## config.mk

```make
export PLATFORM = sky130hd
export DESIGN_NAME = sram_arbiter
export DESIGN_NICKNAME = d
export VERILOG_FILES = /design/src/rtl/sram_arbiter.sv
export SDC_FILE = /design/constraint.sdc
export NUM_CORES = 1
export LEC_CHECK = 0
export ABC_AREA = 0
export BUFFER_PORTS_ARGS = -buffer_cell sky130_fd_sc_hd__buf_2
export CAP_MARGIN = 20
export CORE_AREA = 2 2 99 101
export CTS_CLUSTER_SIZE = 12
export DETAILED_ROUTE_END_ITERATION = 8
export DIE_AREA = 0 0 101 103
export PLACE_DENSITY = 0.67
export SLEW_MARGIN = 10
export SYNTH_ARGS = -nofsm -noshare
export SYNTH_HDL_FRONTEND = slang
export SYNTH_SLANG_ARGS = --single-unit
```

## constraint.sdc

```tcl
create_clock -name clk200 -period 1.7 [get_ports clk200]
set_clock_uncertainty 0.1 [all_clocks]
set_input_delay 0.085 -clock clk200 [delete_from_list [all_inputs] [get_ports clk200]]
set_output_delay 0.085 -clock clk200 [all_outputs]
set_load 0.02 [all_outputs]
```

## src/rtl/sram_arbiter.sv

```systemverilog
// Round-robin arbiter sharing one asynchronous 512Kx16 SRAM between the CPU and SPI ports.
// Each port uses a toggle handshake: a request is pending while req != ack.
module sram_arbiter #(
  parameter int unsigned ACCESS_CYCLES = 4
) (
  input  logic        clk200,
  input  logic        reset_n,
  input  logic        cpu_req,
  output logic        cpu_ack,
  input  logic        cpu_read,
  input  logic [18:0] cpu_address,
  input  logic        cpu_ub,
  input  logic        cpu_lb,
  input  logic [15:0] cpu_data_in,
  output logic [15:0] cpu_data_out,
  input  logic        spi_req,
  output logic        spi_ack,
  input  logic        spi_read_sram,
  input  logic [18:0] spi_address_sram,
  input  logic        spi_ub,
  input  logic [7:0]  spi_out_sram_in,
  output logic [15:0] spi_in_sram_out,
  output logic [18:0] sram_address,
  input  logic [15:0] sram_data_in,
  output logic [15:0] sram_data_out,
  output logic        sram_data_oe,
  output logic        sram_oe_n,
  output logic        sram_we_n,
  output logic        sram_ub_n,
  output logic        sram_lb_n,
  output logic        busy
);

  typedef enum logic [1:0] {StIdle, StSetup, StAccess, StRecover} state_e;

  localparam logic [3:0] LastCnt = 4'(ACCESS_CYCLES - 1);

  state_e      state_q, state_d;
  logic [3:0]  cnt_q, cnt_d;
  logic        last_spi_q, last_spi_d;  // 1 = SPI was granted most recently
  logic        gnt_spi_q, gnt_spi_d;
  logic        rd_q, rd_d;
  logic        cpu_ack_q, cpu_ack_d;
  logic        spi_ack_q, spi_ack_d;
  logic [15:0] cpu_data_q, cpu_data_d;
  logic [15:0] spi_data_q, spi_data_d;
  logic [18:0] addr_q, addr_d;
  logic [15:0] dout_q, dout_d;
  logic        doe_q, doe_d;
  logic        oe_n_q, oe_n_d;
  logic        we_n_q, we_n_d;
  logic        ub_n_q, ub_n_d;
  logic        lb_n_q, lb_n_d;
  logic        busy_q, busy_d;

  logic cpu_pend, spi_pend, take_cpu;

  assign cpu_pend = cpu_req ^ cpu_ack_q;
  assign spi_pend = spi_req ^ spi_ack_q;
  // Ties go to whichever port was not served last.
  assign take_cpu = cpu_pend && (!spi_pend || last_spi_q);

  always_comb begin
    state_d    = state_q;
    cnt_d      = cnt_q;
    last_spi_d = last_spi_q;
    gnt_spi_d  = gnt_spi_q;
    rd_d       = rd_q;
    cpu_ack_d  = cpu_ack_q;
    spi_ack_d  = spi_ack_q;
    cpu_data_d = cpu_data_q;
    spi_data_d = spi_data_q;
    addr_d     = addr_q;
    dout_d     = dout_q;
    doe_d      = doe_q;
    oe_n_d     = oe_n_q;
    we_n_d     = we_n_q;
    ub_n_d     = ub_n_q;
    lb_n_d     = lb_n_q;

    unique case (state_q)
      StIdle: begin
        doe_d  = 1'b0;
        oe_n_d = 1'b1;
        we_n_d = 1'b1;
        ub_n_d = 1'b1;
        lb_n_d = 1'b1;
        if (take_cpu) begin
          gnt_spi_d  = 1'b0;
          last_spi_d = 1'b0;
          rd_d       = cpu_read;
          addr_d     = cpu_address;
          dout_d     = cpu_data_in;
          doe_d      = !cpu_read;
          ub_n_d     = !cpu_ub;
          lb_n_d     = !cpu_lb;
          state_d    = StSetup;
        end else if (spi_pend) begin
          gnt_spi_d  = 1'b1;
          last_spi_d = 1'b1;
          rd_d       = spi_read_sram;
          addr_d     = spi_address_sram;
          dout_d     = {spi_out_sram_in, spi_out_sram_in};
          doe_d      = !spi_read_sram;
          // SPI reads fetch the full word; writes hit a single byte lane.
          ub_n_d     = spi_read_sram ? 1'b0 : !spi_ub;
          lb_n_d     = spi_read_sram ? 1'b0 : spi_ub;
          state_d    = StSetup;
        end
      end
      StSetup: begin
        cnt_d   = 4'd0;
        oe_n_d  = !rd_q;
        we_n_d  = rd_q;
        state_d = StAccess;
      end
      StAccess: begin
        if (cnt_q == LastCnt) begin
          oe_n_d  = 1'b1;
          we_n_d  = 1'b1;
          state_d = StRecover;
          if (rd_q && gnt_spi_q)  spi_data_d = sram_data_in;
          if (rd_q && !gnt_spi_q) cpu_data_d = sram_data_in;
        end else begin
          cnt_d = cnt_q + 4'd1;
        end
      end
      StRecover: begin
        // Address and write data stay driven through this cycle for hold time.
        if (gnt_spi_q) spi_ack_d = !spi_ack_q;
        else           cpu_ack_d = !cpu_ack_q;
        doe_d   = 1'b0;
        ub_n_d  = 1'b1;
        lb_n_d  = 1'b1;
        state_d = StIdle;
      end
      default: state_d = StIdle;
    endcase

    busy_d = (state_d != StIdle);
  end

  always_ff @(posedge clk200) begin
    if (!reset_n) begin
      state_q    <= StIdle;
      cnt_q      <= 4'd0;
      last_spi_q <= 1'b1;
      gnt_spi_q  <= 1'b0;
      rd_q       <= 1'b0;
      cpu_ack_q  <= 1'b0;
      spi_ack_q  <= 1'b0;
      cpu_data_q <= 16'h0;
      spi_data_q <= 16'h0;
      addr_q     <= 19'h0;
      dout_q     <= 16'h0;
      doe_q      <= 1'b0;
      oe_n_q     <= 1'b1;
      we_n_q     <= 1'b1;
      ub_n_q     <= 1'b1;
      lb_n_q     <= 1'b1;
      busy_q     <= 1'b0;
    end else begin
      state_q    <= state_d;
      cnt_q      <= cnt_d;
      last_spi_q <= last_spi_d;
      gnt_spi_q  <= gnt_spi_d;
      rd_q       <= rd_d;
      cpu_ack_q  <= cpu_ack_d;
      spi_ack_q  <= spi_ack_d;
      cpu_data_q <= cpu_data_d;
      spi_data_q <= spi_data_d;
      addr_q     <= addr_d;
      dout_q     <= dout_d;
      doe_q      <= doe_d;
      oe_n_q     <= oe_n_d;
      we_n_q     <= we_n_d;
      ub_n_q     <= ub_n_d;
      lb_n_q     <= lb_n_d;
      busy_q     <= busy_d;
    end
  end

  assign cpu_ack         = cpu_ack_q;
  assign spi_ack         = spi_ack_q;
  assign cpu_data_out    = cpu_data_q;
  assign spi_in_sram_out = spi_data_q;
  assign sram_address    = addr_q;
  assign sram_data_out   = dout_q;
  assign sram_data_oe    = doe_q;
  assign sram_oe_n       = oe_n_q;
  assign sram_we_n       = we_n_q;
  assign sram_ub_n       = ub_n_q;
  assign sram_lb_n       = lb_n_q;
  assign busy            = busy_q;

endmodule
```

# After elaboration in Yosys (flattened, before gate mapping)

Index checks and enable logic that the tools add are counted.

Word-level logic and storage cells: 82
Input port bits: 87
Output and inout port bits: 75
Flip-flop bits (word level): 84

Bitwise gates (word level): 3
Reductions and logical operators: 27
Mux-type cells: 28
Eq/ne operators: 6
Add/sub/neg operators: 1

Operator list:

| cell                  | count |
|---|---|
| $mux W19              | 2 |
| $mux W16              | 2 |
| $mux W1               | 13 |
| $logic_not A1 Y1      | 10 |
| $reduce_and A2 Y1     | 5 |
| $pmux W2 S4           | 1 |
| $pmux W4 S2           | 1 |
| $reduce_bool A2 Y1    | 4 |
| $mux W2               | 3 |
| $pmux W1 S2           | 3 |
| $pmux W1 S3           | 2 |
| $reduce_and A3 Y1     | 2 |
| $add A4 B1 Y4 const B | 1 |
| $eq A2 B2 Y1 const B  | 2 |
| $eq A4 B2 Y1 const B  | 1 |
| $mux W4               | 1 |
| $ne A2 B2 Y1 const B  | 2 |
| $logic_and A1 B1 Y1   | 3 |
| $reduce_bool A3 Y1    | 1 |
| $eq A2 B1 Y1 const B  | 1 |
| $logic_not A2 Y1      | 1 |
| $xor A1 B1 Y1         | 2 |
| $logic_or A1 B1 Y1    | 1 |
| $not A1 Y1            | 1 |

# Logic depth before layout (Yosys ltp)

Gate-level depths: netlist of run 1.

Depth in word-level cells: 7
Depth in mapped cells: 7
Gate-level depth less buffers: 6

# Worst setup path before layout of run 1

OpenSTA, ideal clock, no wires.

Kind: flip-flop to flip-flop
Start point: register state_q[0]
End point: register lb_n_q, in the netlist sram_lb_n
Path buffers: 0
Clock period less this slack: 1676 ps
Library setup time: 119 ps
Setup slack: 24 ps
Data arrival time: 1458 ps
Stages on the path, launching flop included: 6
Cells stage by stage: dfxtp_1 > inv_1 > ha_1 > nor3b_1 > nand3_1 > o221a_2

Longest elaborated chain between the ends: 2
Elaborated cells on any way between the ends: 4

RTL lines:

| element                                                  | line | text |
|---|---|---|
| from (decl)                                              | 38   | `state_e state_q, state_d;` |
| from (signal assigned)                                   | 145  | `state_q <= StIdle;` |
| from (signal assigned)                                   | 163  | `state_q <= state_d;` |
| $eq A2 B2 Y1 / $logic_not A2 Y1 (equally long branches)  | 81   | `unique case (state_q)` |
| $pmux W1 S2 / $reduce_bool A2 Y1 (equally long branches) | --   |  |
| to (signal assigned)                                     | 178  | `lb_n_q <= lb_n_d;` |
| to (decl)                                                | 53   | `logic lb_n_q, lb_n_d;` |

Parallel ways exist; a longest one is shown, timed or not.
A chain may end at the register's enable or synchronous reset.

# Worst setup path in the final report of run 1

Start point: register cnt_q[0]
End point: register state_q[0]

Longest elaborated chain between the ends: 3

RTL lines:

| element                | line | text |
|---|---|---|
| from (decl)            | 39   | `logic [3:0] cnt_q, cnt_d;` |
| from (signal assigned) | 164  | `cnt_q <= cnt_d;` |
| $eq A4 B2 Y1           | 118  | `if (cnt_q == LastCnt) begin` |
| $mux W2                | 118  |  |
| $pmux W2 S4            | 81   |  |

Every way passes these cells.

==> results of run 1 <==
==> cell usage in the layout (no fill, tap or decap), types with 4 or more instances in the layout <==
cell type	count
dlygate4sd3_1	83
buf_4	14
nand3_1	37
nand2_1	86
ha_1	4
o21ai_1	12
buf_2	161
and2_1	4
clkbuf_8	9
a31oi_1	36
buf_12	4
o21ai_0	63
nor2_1	4
dfxtp_1	81
==> per-layer routing <==
metal | up-vias | routed length (um) | share of wire
met4 | 0 | 273 | 0.025
met3 | 29 | 811 | 0.075
met1 | 1721 | 4600 | 0.43
met5 | - | 0 | 0
met2 | 156 | 5130 | 0.47
li1 | 1898 | - | -
==> final timing paths <==
path | from | end | slack (ps)
setup / recovery | cnt_q[0] | state_q[0] | 90
hold / removal | reset_n | sram_oe_n | 130
setup reg to reg | cnt_q[0] | state_q[0] | 90
hold reg to reg | sram_oe_n | sram_oe_n | 370
==> power by group <==
part,switching (mW),leakage (nW),internal (mW),total [mW]
Clock,0.744,0.0918,0.683,1.43
Sequential,0.281,0.689,2.47,2.75
Combinational,1.84,1.71,1.28,3.12
Total,2.86,2.49,4.43,7.29
==> layout make-up <==
type                       instances  area, um^2
multi-input combinational        282        1570
inverter                           3        11.3
timing repair buffer             265        1870
clock buffer                       9         124
tap                              114         143
clock inverter                     7        75.1
fill                             821        3990
sequential                        84        1690
==> worst reg2reg max path, stage by stage, from the launching register on <==
cell	delay [ps]
dfxtp_1	390
ha_4	160
or3b_4	400
buf_4	160
nor2_1	80
o32a_1	150
and2_1	120
==> registers in the layout (all words and copies together), names as in the netlist <==
register	count
sram_data_oe	1
cnt_q	4
busy	1
state_q	2
sram_lb_n	1
sram_data_out	16
spi_ack	1
sram_ub_n	1
cpu_ack	1
sram_we_n	1
sram_oe_n	1
gnt_spi_q	1
last_spi_q	1
spi_in_sram_out	16
cpu_data_out	16
sram_address	19
rd_q	1
==> stage by stage <==
stage | util | power [mW] | setup slack [ps] | cell area, um^2
finish | 0.579 | 7.29 | 87.8 | 5470
global route | 0.579 | 7.77 | 4.27 | 5470
CTS | 0.570 | 7.11 | 9.32 | 5400
detailed placement | 0.458 | 5.48 | -60.3 | 4330
global placement | 0.458 | 5.43 | 26.4 | 4330
floorplan | - | 4.58 | 23.7 | 3360
==> cell families after synthesis <==
family | count (synthesis) | synth area share
simple gates | 143 | 0.189
compound gates | 128 | 0.219
buf+inv | 36 | 0.0540
flops | 84 | 0.501
mux | 1 | 0.00298
xor+xnor | 5 | 0.0153
fa+ha+maj | 5 | 0.0186
==> repair_timing <==
action | in CTS | in global routing
resized for setup | 6 | 12
endpoints found under the setup margin | 24 | 43
setup buffers | 0 | 1
pin swaps | 1 | 1
hold buffers | 83 | 0
cloned | 0 | 1
endpoints found under the hold margin | 71 | 0
==> impl_metrics.py, run 1 <==
metrics = {
    "run_status": {
        "status": "complete, no violations",
    },
    "finish": {
        "diodes": 0,
        "fin_cells": 764,
        "final_layout_size_suffix_gt1_frac": 0.329,
        "area_growth_pct": 63.1,
        "layout.nets": 737,
    },
    "place": {
        "io_buffer_count": 161,
        "place_inst": 663,
        "place.gp.congestion": 0.769,
        "dp_hpwl_um": 6230,
    },
    "setup_path": {
        "crit_buf_inv": 1,
        "worstSetupPathType": "register to register",
        "startpoint_type": "register",
        "critPathTopFamily": "simple AND/OR/NAND/NOR gates",
        "slowest_delay_ps": 400,
        "crit_slowest_cell": "or3b_4",
        "crit_path_max_fanout": 4,
        "end_kind": "register",
        "cp.depth": 6,
        "worst_ep_arrival_time_ps": 1810,
        "required_ps": 1900,
        "reg2regPathDepth": 6,
        "path_cells": "ha_4 > or3b_4 > buf_4 > nor2_1 > o32a_1 > and2_1",
    },
    "clocking": {
        "cts_buffers": 9,
        "clkSinkCount": 84,
        "cts.htree.levels": 3,
        "clockBufferDepth": 2,
        "cts.clk_slew.worst_paths_ps": 90,
        "cts_tree": "built",
        "root_buffer": "clkbuf_8",
        "clkLatencyLatePin_ps": 350,
    },
    "floorplan": {
        "dieArea_um2": 10400,
        "start_util": 0.355,
        "die_y_um": 103,
        "rows": 36,
        "core_area_um2": 9460,
        "die_x_um": 101,
        "io_pins": 162,
    },
    "yosys": {
        "synth-edff-count": 0,
        "syn-instance-count": 402,
        "yosys.area.top_type_share": 0.501,
        "async_flop_share": 0,
        "ys_top_cells_by_count": "nand2_1 (86), dfxtp_1 (84), o21ai_0 (63), nand3_1 (38), a31oi_1 (36)",
        "synth_cell_type_count": 36,
        "syn_area_um2": 3360,
        "yosys_warnings": 0,
        "synthFlopType": "dfxtp_1",
        "yosysMostFrequentCell": "nand2_1",
        "synthTopCellsByArea": "dfxtp_1 (50%), nand2_1 (9.6%), o21ai_0 (9.4%), a31oi_1 (6.7%), nand3_1 (5.7%)",
        "syn_nets": 494,
        "synth-seq-cells": 84,
        "synth_top_cell_by_area": "dfxtp_1",
        "ys_seq_area_frac": 0.501,
        "synth.avg_cell_area_um2": 8.35,
    },
    "timing": {
        "setup_viol": 0,
        "drv_slew": 0,
        "rsz0062_at_grt": "false",
        "worstMarginPinSlew_ps": 378,
        "slew_headroom": 0.747,
        "fmax_ghz": 0.620,
        "period_needed_ps": 1610,
        "tns_ps": 0,
        "hold_ws_ps": 127,
        "hold_viol": 0,
        "fin_crit_sh": 0.948,
    },
    "global_routing": {
        "grt.busiest_layer": "met2",
        "grt_pass1_wl_um": 16600,
        "grt_usage": 0.199,
        "grt_pass1_vias": 3672,
        "grt_start_max_net_pins": 98,
        "met1_usage": 0.237,
        "use_met3": 0.0597,
        "met2_usage": 0.327,
        "overflow": 0,
        "antenna_found_initial": 0,
    },
    "power": {
        "ir_drop_uv": 907,
        "power_density_nw_per_um2": 1330,
        "p_leak_nw": 2.49,
    },
    "detailed_routing": {
        "drc": 0,
        "ant_nets": 0,
        "wl_per_cell_um": 14.2,
        "vias_per_cell": 4.98,
        "drtIter0Drc": 144,
        "vias": 3804,
        "drt-total-wl_um": 10800,
        "first_pass_iters": 4,
    },
    "hold_path": {
        "holdPathStages": 3,
        "worstHoldPathType": "input pin to register",
    },
    "flow_run": {
        "maxCapViolations": 0,
    },
}
Note: power is estimated with default switching activity, not from simulation.
==> inputs of run 2 (changes only) <==
==> config.mk (replaced) <==
export PLATFORM = sky130hd
export DESIGN_NAME = sram_arbiter
export DESIGN_NICKNAME = d
export VERILOG_FILES = /design/src/rtl/sram_arbiter.sv
export SDC_FILE = /design/constraint.sdc
export NUM_CORES = 1
export LEC_CHECK = 0
export ABC_AREA = 1
export BUFFER_PORTS_ARGS = -buffer_cell sky130_fd_sc_hd__buf_4
export CAP_MARGIN = 20
export CORE_AREA = 2 2 106 108
export CTS_CLUSTER_SIZE = 12
export DETAILED_ROUTE_END_ITERATION = 8
export DIE_AREA = 0 0 108 110
export PLACE_DENSITY = 0.66
export SLEW_MARGIN = 10
export SYNTH_ARGS = -nofsm -noshare
export SYNTH_HDL_FRONTEND = slang
export SYNTH_SLANG_ARGS = --single-unit
==> run 2 against run 1 <==
Against the previous run: fmax is 3.7% higher; cell count up 20%; total power grew 6.0%; non-clock buffer count down 16; via count rose by 15%; count of clock-buffer cells in the layout unchanged; register-to-register slack better by 60 ps; largest cell class unchanged; largest power group unchanged.
==> impl_metrics.py, run 2 <==
metrics = {
    "run_status": {
        "status": "complete, no violations",
    },
    "yosys": {
        "yosys_warnings": 0,
        "synthFlopType": "dfxtp_1",
        "syn_area_um2": 3920,
        "synth-seq-cells": 84,
        "syn_nets": 636,
        "yosysMostFrequentCell": "nand2_1",
        "synthTopCellsByArea": "dfxtp_1 (43%), nand2_1 (14%), nand3_1 (8.8%), a21oi_1 (6.3%), inv_1 (5.4%)",
        "ys_top_cells_by_count": "nand2_1 (145), dfxtp_1 (84), nand3_1 (69), inv_1 (56), a21oi_1 (49)",
        "synth.avg_cell_area_um2": 7.20,
        "async_flop_share": 0,
        "syn-instance-count": 544,
        "yosys.area.top_type_share": 0.429,
        "ys_seq_area_frac": 0.429,
        "synth_top_cell_by_area": "dfxtp_1",
        "synth-edff-count": 0,
        "synth_cell_type_count": 25,
    },
    "timing": {
        "period_needed_ps": 1550,
        "setup_viol": 0,
        "worstMarginPinSlew_ps": 345,
        "fmax_ghz": 0.643,
        "slew_headroom": 0.768,
        "hold_viol": 0,
        "drv_slew": 0,
        "tns_ps": 0,
        "fin_crit_sh": 0.915,
    },
    "finish": {
        "fillers": 972,
        "largest_register_ffs": 19,
        "fin_util": 0.577,
        "diodes": 0,
        "multi_input_area_um2": 1780,
        "ff_latch_area_um2": 1680,
        "final_common_cell": "buf_4",
        "final_layout_size_suffix_gt1_frac": 0.305,
        "area_growth_pct": 57.7,
        "mostFrequentLayoutCells": "buf_4 (176), nand2_1 (145), dfxtp_1 (82)",
        "layout.nets": 864,
    },
    "floorplan": {
        "die_x_um": 108,
        "io_pins": 162,
        "core_area_um2": 10700,
        "die_y_um": 110,
        "start_util": 0.366,
        "dieArea_um2": 11900,
        "rows": 38,
    },
    "clocking": {
        "cts.clk_slew.worst_paths_ps": 90,
        "clockBufferDepth": 2,
        "clkSinkCount": 84,
        "clkLatencyLatePin_ps": 350,
        "root_buffer": "clkbuf_8",
        "cts_buffers": 9,
        "cts_tree": "built",
        "cts.htree.levels": 3,
    },
    "place": {
        "place.gp.congestion": 0.793,
        "io_buffer_count": 161,
        "dp_hpwl_um": 8000,
    },
    "detailed_routing": {
        "vias": 4365,
        "drtIter0Drc": 269,
        "first_pass_iters": 6,
        "vias_per_cell": 4.76,
        "wl_per_cell_um": 13.5,
        "drc": 0,
        "drt-total-wl_um": 12400,
        "ant_nets": 0,
    },
    "power": {
        "p_sw_mw": 3.09,
        "clkPwrFrac": 0.207,
        "intPower_mw": 4.65,
        "power_density_nw_per_um2": 1250,
        "p_leak_nw": 2.97,
        "ir_drop_uv": 677,
        "pwr-share-seq": 0.343,
        "combPwrFrac": 0.450,
        "p_sw_frac": 0.399,
    },
    "setup_path": {
        "worstSetupPathType": "register to register",
        "r2r-end": "cpu_data_out[15]",
        "required_ps": 1840,
        "r2r_start": "cnt_q[1]",
        "reg2reg_slack_ps": 150,
        "end_kind": "register",
        "startpoint_type": "register",
        "reg2regPathDepth": 7,
        "crit_path_max_fanout": 16,
        "worst_ep_arrival_time_ps": 1690,
    },
    "flow_run": {
        "maxCapViolations": 0,
    },
    "global_routing": {
        "grt_pass1_vias": 4390,
        "grt_pass1_wl_um": 20000,
        "antenna_found_initial": 0,
        "grt_start_max_net_pins": 38,
        "grt_usage": 0.211,
        "overflow": 0,
    },
    "hold_path": {
        "hold-path-endpoint": "sram_address[9]",
        "hp-start": "cpu_address[9]",
        "holdPathStages": 5,
        "worstHoldPathType": "input pin to register",
    },
}
-- run 2: what timing repair did --
item,4_1_cts,5_1_grt
setup endpoints to repair,0,36
hold buffers,70,0
buffers inserted,0,4
gates resized for setup,0,4
hold endpoints to repair,77,0
-- run 2: stage by stage --
stage                     cells  setup WS, ps  instance area (um^2)  hold WS [ps]  total power, mW
after floorplan             544           185                  3920           123             4.83
after global placement      827           160                  5220           240             5.94
after detailed placement    827          68.2                  5220           242             5.99
after CTS                   913          43.4                  6140         0.963             7.74
after global routing        917         -12.5                  6180          24.4             8.27
final                       917           145                  6180          20.4             7.73
-- run 2: logic make-up (layout without fill, tap and decap cells) --
kind of cell,Yosys count,in the layout,share of synthesized area
XOR/XNOR,1,1,0.00224
flip-flops,84,84,0.429
AND/OR/NAND/NOR,273,273,0.314
AO/OA/AOI/OAI,86,86,0.120
buffers and inverters,95,328,0.118
adder cells (fa/ha/maj),5,5,0.0160
-- run 2: worst max path at each step --
stage	start	to	slack [ps]	cells past startpoint
6_report	cnt_q[1]	cpu_data_out[15]	150	7
5_1_grt	cnt_q[1]	spi_in_sram_out[11]	-10	7
4_1_cts	cnt_q[0]	spi_in_sram_out[15]	40	6
3_5_place_dp	state_q[0]	cnt_q[2]	70	7
3_3_place_gp	cnt_q[0]	cpu_data_out[7]	160	6
2_1_floorplan	state_q[0]	cpu_data_out[10]	180	8
-- run 2: power groups by stage --
stage	registers [mW]	logic (mW)	clock network, mW
floorplan	3.09	1.74	0
global placement	2.67	3.26	0
detailed placement	2.68	3.31	0
CTS	2.65	3.45	1.64
global route	2.71	3.83	1.73
finish	2.65	3.48	1.60
-- run 2: worst max-delay path: stages, from the launching register on --
cell	delay (ps)
dfxtp_1	390
ha_1	230
nand3_2	130
nor2_4	170
buf_4	150
nand2_4	110
nand2_1	100
a21oi_1	60
-- run 2: final cells by class --
type                    count  area share
repair buffers            249       0.337
multi-input cells         365       0.288
flip-flops and latches     84       0.273
inverters                  63      0.0383
well taps                 140      0.0284
clock buffers               9      0.0201
clock inverters             7      0.0160
-- run 2: metal layers --
layer | share of wire | global-route usage | vias to the layer above
li1 | - | - | 2187
met1 | 0.41 | 0.238 | 1972
met2 | 0.50 | 0.379 | 170
met3 | 0.052 | 0.0317 | 36
met4 | 0.037 | 0.124 | 0
met5 | 0 | 0 | -
==> inputs of run 3 (changes only) <==
--- a/config.mk
+++ b/config.mk
@@ -8,11 +8,11 @@
 export ABC_AREA = 1
 export BUFFER_PORTS_ARGS = -buffer_cell sky130_fd_sc_hd__buf_4
 export CAP_MARGIN = 20
-export CORE_AREA = 2 2 106 108
+export CORE_AREA = 2 2 88 132
 export CTS_CLUSTER_SIZE = 12
 export DETAILED_ROUTE_END_ITERATION = 8
-export DIE_AREA = 0 0 108 110
-export PLACE_DENSITY = 0.66
+export DIE_AREA = 0 0 90 134
+export PLACE_DENSITY = 0.74
 export SLEW_MARGIN = 10
 export SYNTH_ARGS = -nofsm -noshare
 export SYNTH_HDL_FRONTEND = slang
==> run 3 against run 2 <==
Against the previous run: sequential cell count unchanged; worst hold slack got worse by 9.2 ps; cell count decreased by 2.5%.
==> impl_metrics.py, run 3 (synthesized netlist as in run 2, its figures left out) <==
metrics = {
    "detailed_routing": {
        "drc": 0,
        "wl_per_cell_um": 13.1,
        "top_layer_used": "met4",
        "drt-total-wl_um": 11700,
        "drtIter0Drc": 115,
        "wl_met1_um": 4420,
        "vias_per_cell": 4.74,
        "first_pass_iters": 4,
        "routed-wl-met3_um": 753,
        "wl_met2_um": 6260,
        "ant_nets": 0,
        "vias": 4242,
    },
    "run_status": {
        "status": "complete, no violations",
    },
    "finish": {
        "layout.nets": 834,
        "fin_cells": 894,
        "multi_input_area_um2": 1780,
        "fillers": 1032,
        "final_common_cell": "buf_4",
        "ff_latch_area_um2": 1680,
        "mostFrequentLayoutCells": "buf_4 (172), nand2_1 (145), dfxtp_1 (83)",
        "diodes": 0,
        "area_growth_pct": 53.1,
        "final_layout_size_suffix_gt1_frac": 0.312,
        "largest_register_ffs": 19,
    },
    "setup_path": {
        "crit_path_max_fanout": 16,
        "startpoint_type": "register",
        "path_cells": "ha_1 > nand3_2 > nor2_4 > buf_12 > buf_12 > nand3_1 > a21oi_1",
        "critPathTopFamily": "flip-flops",
        "worst_ep_arrival_time_ps": 1740,
        "end_kind": "register",
        "crit_slowest_cell": "dfxtp_1",
        "required_ps": 1850,
        "cp_common_cell": "buf_12",
        "crit_buf_inv": 2,
        "slowest_delay_ps": 390,
        "worstSetupPathType": "register to register",
    },
    "timing": {
        "hold_viol": 0,
        "rsz0062_at_grt": "false",
        "fmax_ghz": 0.632,
        "period_needed_ps": 1580,
        "drv_slew": 0,
        "tns_ps": 0,
        "worstMarginPinSlew_ps": 362,
        "fin_crit_sh": 0.931,
        "setup_viol": 0,
        "slew_headroom": 0.757,
    },
    "global_routing": {
        "grt_pass1_wl_um": 19000,
        "grt_pass1_vias": 4164,
        "antenna_found_initial": 0,
        "overflow": 0,
        "grt_usage": 0.192,
        "grt_start_max_net_pins": 49,
    },
    "clocking": {
        "cts_buffers": 9,
        "cts.clk_slew.worst_paths_ps": 60,
        "clkLatencyLatePin_ps": 330,
        "clockBufferDepth": 2,
        "root_buffer": "clkbuf_16",
        "cts_tree": "built",
        "clkSinkCount": 84,
        "cts.htree.levels": 3,
    },
    "floorplan": {
        "start_util": 0.358,
        "rows": 47,
        "die_y_um": 134,
        "die_x_um": 90,
        "io_pins": 162,
        "core_area_um2": 10900,
        "dieArea_um2": 12100,
    },
    "place": {
        "place.gp.congestion": 0.808,
        "io_buffer_count": 161,
        "dp_hpwl_um": 8100,
        "place_inst": 834,
    },
    "power": {
        "total_power_mw": 7.99,
        "ir_drop_uv": 718,
        "p_leak_nw": 2.87,
        "power_density_nw_per_um2": 1330,
    },
    "hold_path": {
        "worstHoldPathType": "input pin to register",
    },
    "flow_run": {
        "maxCapViolations": 0,
    },
}
==> run 3: final timing paths <==
| path | start | end | slack [ps] | depth (start not counted) |
|---|---|---|---|---|
| worst max register to register | cnt_q[1] | cpu_data_out[13] | 120 | 7 |
| worst min register to register | sram_data_oe | sram_data_oe | 360 | 2 |
| worst min-delay path | spi_address_sram[2] | sram_address[2] | 10 | 5 |
| worst max-delay path | cnt_q[1] | cpu_data_out[13] | 120 | 7 |
==> run 3: what timing repair did <==
item	4_1_cts	5_1_grt
buffers inserted	0	2
hold buffers	42	0
endpoints found under the hold margin	51	0
gates resized for setup	0	5
setup endpoints to repair	0	38
==> run 3: per-layer routing <==
layer,GRT usage,up-vias
li1,-,2127
met1,0.198,1925
met2,0.366,163
met3,0.0494,27
met4,0.0795,0
met5,0,-
==> run 3: metrics by stage <==
stage	utilization	setup slack, ps	hold WS, ps	instance area (um^2)
final	0.548	118	11.2	6000
after global routing	0.548	17.4	27.5	6000
after CTS	0.545	34.3	1.14	5960
after detailed placement	0.479	43.5	280	5240
after global placement	0.479	154	276	5240
after floorplan	-	185	123	3920
==> run 3: where the power goes <==
part           total, mW  leakage (nW)  switching (mW)  internal [mW]
sequential          2.65         0.688           0.242           2.41
clock               1.94         0.150           0.789           1.15
combinational       3.40          2.04            2.07           1.34
==> run 3: final cells by class <==
type,instances,area share
inverters,63,0.0398
clock inverters,7,0.0125
clock buffers,9,0.0375
multi-input cells,365,0.297
repair buffers,219,0.302
flip-flops and latches,84,0.281
well taps,147,0.0307
==> run 3: worst min-delay path, cell delays in order <==
cell and delay, ps:
buf_4 100, inv_1 40, nand2_1 50, nand3_2 70
a21oi_2 40
